**src/rtl/fib_seq_gen.sv**
```systemverilog
// Fibonacci-type sequence generator: run-time seeds, programmable term count,
// valid/ready output stream, per-term and sticky wrap reporting.
module fib_seq_gen #(
  parameter int WIDTH = 32,
  parameter int CNT_W = 8
) (
  input  logic             clk,
  input  logic             rst,
  input  logic             start,
  input  logic [WIDTH-1:0] seed0,
  input  logic [WIDTH-1:0] seed1,
  input  logic [CNT_W-1:0] num_terms,
  output logic             out_valid,
  input  logic             out_ready,
  output logic [WIDTH-1:0] fib_out,
  output logic [CNT_W-1:0] term_idx,
  output logic             term_ovf,
  output logic             ovf_sticky,
  output logic             busy,
  output logic             done
);

  typedef enum logic [1:0] {
    IDLE = 2'd0,
    RUN  = 2'd1,
    DONE = 2'd2
  } state_t;

  state_t state, state_next;

  logic [WIDTH-1:0] a, b;
  logic             wrap_a, wrap_b;
  logic [CNT_W-1:0] remaining, idx;
  logic [WIDTH:0]   sum;
  logic             fire;
  logic             accept;

  assign sum    = {1'b0, a} + {1'b0, b};
  assign fire   = (state == RUN) && out_ready;
  assign accept = (state == IDLE) && start;

  always_ff @(posedge clk or posedge rst) begin
    if (rst) state <= IDLE;
    else     state <= state_next;
  end

  always_comb begin
    state_next = state;
    unique case (state)
      IDLE: if (start) state_next = (num_terms != '0) ? RUN : DONE;
      RUN:  if (fire && remaining == CNT_W'(1)) state_next = DONE;
      DONE: state_next = IDLE;
      default: state_next = IDLE;
    endcase
  end

  // Wrap taint travels with the term: b's flag moves to a on every shift.
  always_ff @(posedge clk or posedge rst) begin
    if (rst) begin
      a          <= '0;
      b          <= '0;
      wrap_a     <= 1'b0;
      wrap_b     <= 1'b0;
      remaining  <= '0;
      idx        <= '0;
      ovf_sticky <= 1'b0;
    end else if (accept) begin
      a          <= seed0;
      b          <= seed1;
      wrap_a     <= 1'b0;
      wrap_b     <= 1'b0;
      remaining  <= num_terms;
      idx        <= '0;
      ovf_sticky <= 1'b0;
    end else if (fire) begin
      a          <= b;
      wrap_a     <= wrap_b;
      b          <= sum[WIDTH-1:0];
      wrap_b     <= sum[WIDTH] | wrap_a | wrap_b;
      ovf_sticky <= ovf_sticky | wrap_a;
      idx        <= idx + CNT_W'(1);
      remaining  <= remaining - CNT_W'(1);
    end
  end

  assign out_valid = (state == RUN);
  assign busy      = (state != IDLE);
  assign done      = (state == DONE);
  assign fib_out   = a;
  assign term_idx  = idx;
  assign term_ovf  = wrap_a;

endmodule

```
**config.mk**
```make
export PLATFORM = sky130hd
export DESIGN_NAME = fib_seq_gen
export DESIGN_NICKNAME = d
export VERILOG_FILES = /design/src/rtl/fib_seq_gen.sv
export SDC_FILE = /design/constraint.sdc
export NUM_CORES = 1
export LEC_CHECK = 0
export BUFFER_PORTS_ARGS = -buffer_cell sky130_fd_sc_hd__clkbuf_2
export CAP_MARGIN = 0
export CORE_ASPECT_RATIO = 1.25
export CORE_MARGIN = 2
export CORE_UTILIZATION = 60
export CTS_CLUSTER_DIAMETER = 60
export DETAILED_ROUTE_END_ITERATION = 8
export PLACE_DENSITY = 0.87
export SYNTH_ARGS = -nofsm -noshare
export SYNTH_HDL_FRONTEND = slang
export SYNTH_SLANG_ARGS = --single-unit
```
**constraint.sdc**
```tcl
create_clock -name clk -period 6.7 [get_ports clk]
set_input_delay 0.335 -clock clk [delete_from_list [all_inputs] [get_ports clk]]
set_output_delay 0.335 -clock clk [all_outputs]
set_load 0.05 [all_outputs]
```
==> metrics <==
Worst Path Arrival 3230 ps; vias in the first global route 5213; Post-synth EDFFs 0; Slew Viols, Final 0; CTS Sinks 85; setup bufs post-CTS 0; most common cell after layout, fill and taps aside clkbuf_2; Post-CTS Resized 0; Tcrit/Tclk final 44.0%; Initial Util between 60% and 70%; antenna fix cells 0; Placed Area about 0.0061 mm^2; DR WL/cell 17.0 um; Hold WC Path Type in -> reg; Rel. slew slack 23.1%; setup_tns 0 ps; Syn. warnings 0; CP max stage cell or4_1; CTS Buf Count 9; Area contributors post-synth dfrtp_1 39%, ha_1 8.0%, nand2_1 7.3%; Worst EP required 6980 ps; Vias ~5400; die height about 110 um; commonest cells after routing, fill and taps aside 120 x clkbuf_2, 106 x nand2_1, 85 x dfrtp_1; Ports ~120; prevailing post-synth register cell dfrtp_1; outcome finished, final reports clean; Die ar. roughly 0.01 mm^2; Max Clk Rate between 0.3 and 0.4 GHz; ys async rst share 100%; CP Max Fanout 4; Crit. End Element flip-flop; Gate Count Post-Synth around 630; family with the most delay on the worst path simple AND/OR/NAND/NOR gates; DRC 0; CTS root buf clkbuf_16; initial antenna violation count 0; RSZ-0062 raised after global routing no; Post-Syn Area 0.00549 mm^2; layout cells sized above 1 between 20% and 30%; Remaining Overflow, GRT 0; Hold Slack a little over 200 ps; Syn Nets between 700 and 800; Startpoint Class flip-flop; Avg Vias per Cell around 6.3; clk slew on worst S/H paths 60 ps; clk_lat worst skew between 300 and 400 ps; Yosys cell types between 60 and 70; DRT Pass-1 Iters 5; buffers and inverters on the worst path 1; Area Growth Syn to Fin 18.2%; CTS max path bufs 2; starting DRC count in detailed routing approximately 400; Design Area, Final around 0.0065 mm^2; H-tree depth 3; Post-CTS Hold Buffers 0; maximum number of pins on one net before global-route repair 86; Synth top area share between 30% and 40%; row count 39; Final Hold Violating Endpoints 0; floorplan core area around 0.0090 mm^2; Final Skew 5.90 ps; Final Net Count between 800 and 900; slowest cell delay on critical path roughly 500 ps; endpoints failing setup 0; Yosys reg bits between 80 and 90; post-synth top area cell dfrtp_1; WS Path Type reg -> reg; max capacitance violation total 0; CP Cell Sequence ha_1, inv_1, fa_1, and2b_1, o31ai_2, a21oi_2, a2111oi_2, nor3_2, o211ai_1, or4_1, nand3_1; ANT nets after route 0; global-route wire length before repair 23.8 mm; Syn Area/Cell slightly below 9 um^2; gp weighted congestion a little under 0.9; drt total wl between 10 and 15 mm; post-synthesis sequential area ratio approximately 39%; Period minus WS final slightly below 3000 ps; Tot GR Track Use slightly below 30%; detailed placement HPWL ~10 mm; die span in x 89.6 um; CTS tree built; actual slew at the worst max-slew pin 1150 ps; PortBufs 120
sequential cells by signal (all words and copies together) (netlist names):
name,count
term_ovf,1
b,32
state,2
remaining,8
ovf_sticky,1
wrap_b,1
term_idx,8
fib_out,32
cell usage after synthesis, drive strengths merged (5+ instances only):
cell,instances
nand2,107
dfrtp,85
o21ai,48
nor2,44
a22oi,41
a21oi,35
ha,35
clkbuf,34
inv,17
a31oi,15
xnor2,14
a21o,12
nor3,12
xor2,10
nand3,8
and3,7
o31ai,7
a211oi,6
a221oi,6
nand4,6
nor2b,6
o21a,6
a221o,5
o21bai,5
layout make-up:
| type | count | area [um^2] |
|---|---|---|
| multi-input combinational | 491 | 3170 |
| fill | 713 | 2530 |
| sequential | 85 | 2130 |
| timing repair buffer | 124 | 631 |
| clock buffer | 13 | 280 |
| tap | 123 | 154 |
| clock inverter | 3 | 65.1 |
| inverter | 17 | 65.1 |
worst paths after layout:
path / startpoint / endpoint / slack (ps) / cells past startpoint
max in group asynchronous: rst / b[24] / 5700 / 3
worst min register to register: remaining[7] / remaining[7] / 490 / 2
worst max-delay path: b[0] / b[30] / 3750 / 11
worst max register to register: b[0] / b[30] / 3750 / 11
min in group asynchronous: rst / term_idx[7] / 310 / 3
worst min-delay path: seed0[18] / fib_out[18] / 200 / 3
stage by stage:
stage	util [%]	cells	worst slack [ps]
finish	71.9	856	3750
floorplan	-	631	3760
CTS	71.9	856	3780
global placement	68.1	840	3970
detailed placement	68.1	840	3850
global route	71.9	856	3520
metal layers:
metal / track usage (%) / routed length [um] / vias up
li1: - / - / 2509
met1: 37.5 / 5900 / 2608
met2: 50.0 / 7510 / 210
met3: 4.02 / 757 / 34
met4: 12.5 / 405 / 0
met5: 0 / 0 / -
cell families (layout without fill, tap and decap cells):
| group | count (synthesis) | in the layout | synth area share [%] |
|---|---|---|---|
| AOI/OAI and AO/OA | 214 | 214 | 27.2 |
| xor gates and xnor gates | 24 | 24 | 3.83 |
| adders and majority gates | 36 | 36 | 8.34 |
| buffers and inverters | 55 | 157 | 3.78 |
| DFF | 85 | 85 | 38.7 |
| muxes | 4 | 4 | 0.752 |
| and+or+nand+nor | 213 | 213 | 17.4 |
worst register-to-register path, cell delays in order (launching register included):
cell and delay [ps]:
dfrtp_1 380, ha_1 230, inv_1 80, fa_1 390, and2b_1 280, o31ai_2 110, a21oi_2 290, a2111oi_2 140
nor3_2 230, o211ai_1 180, or4_1 490, nand3_1 90
Power is left out: the tool's default activity adds up to more than one toggle a clock period on the data nets, which glitch-free logic cannot reach.
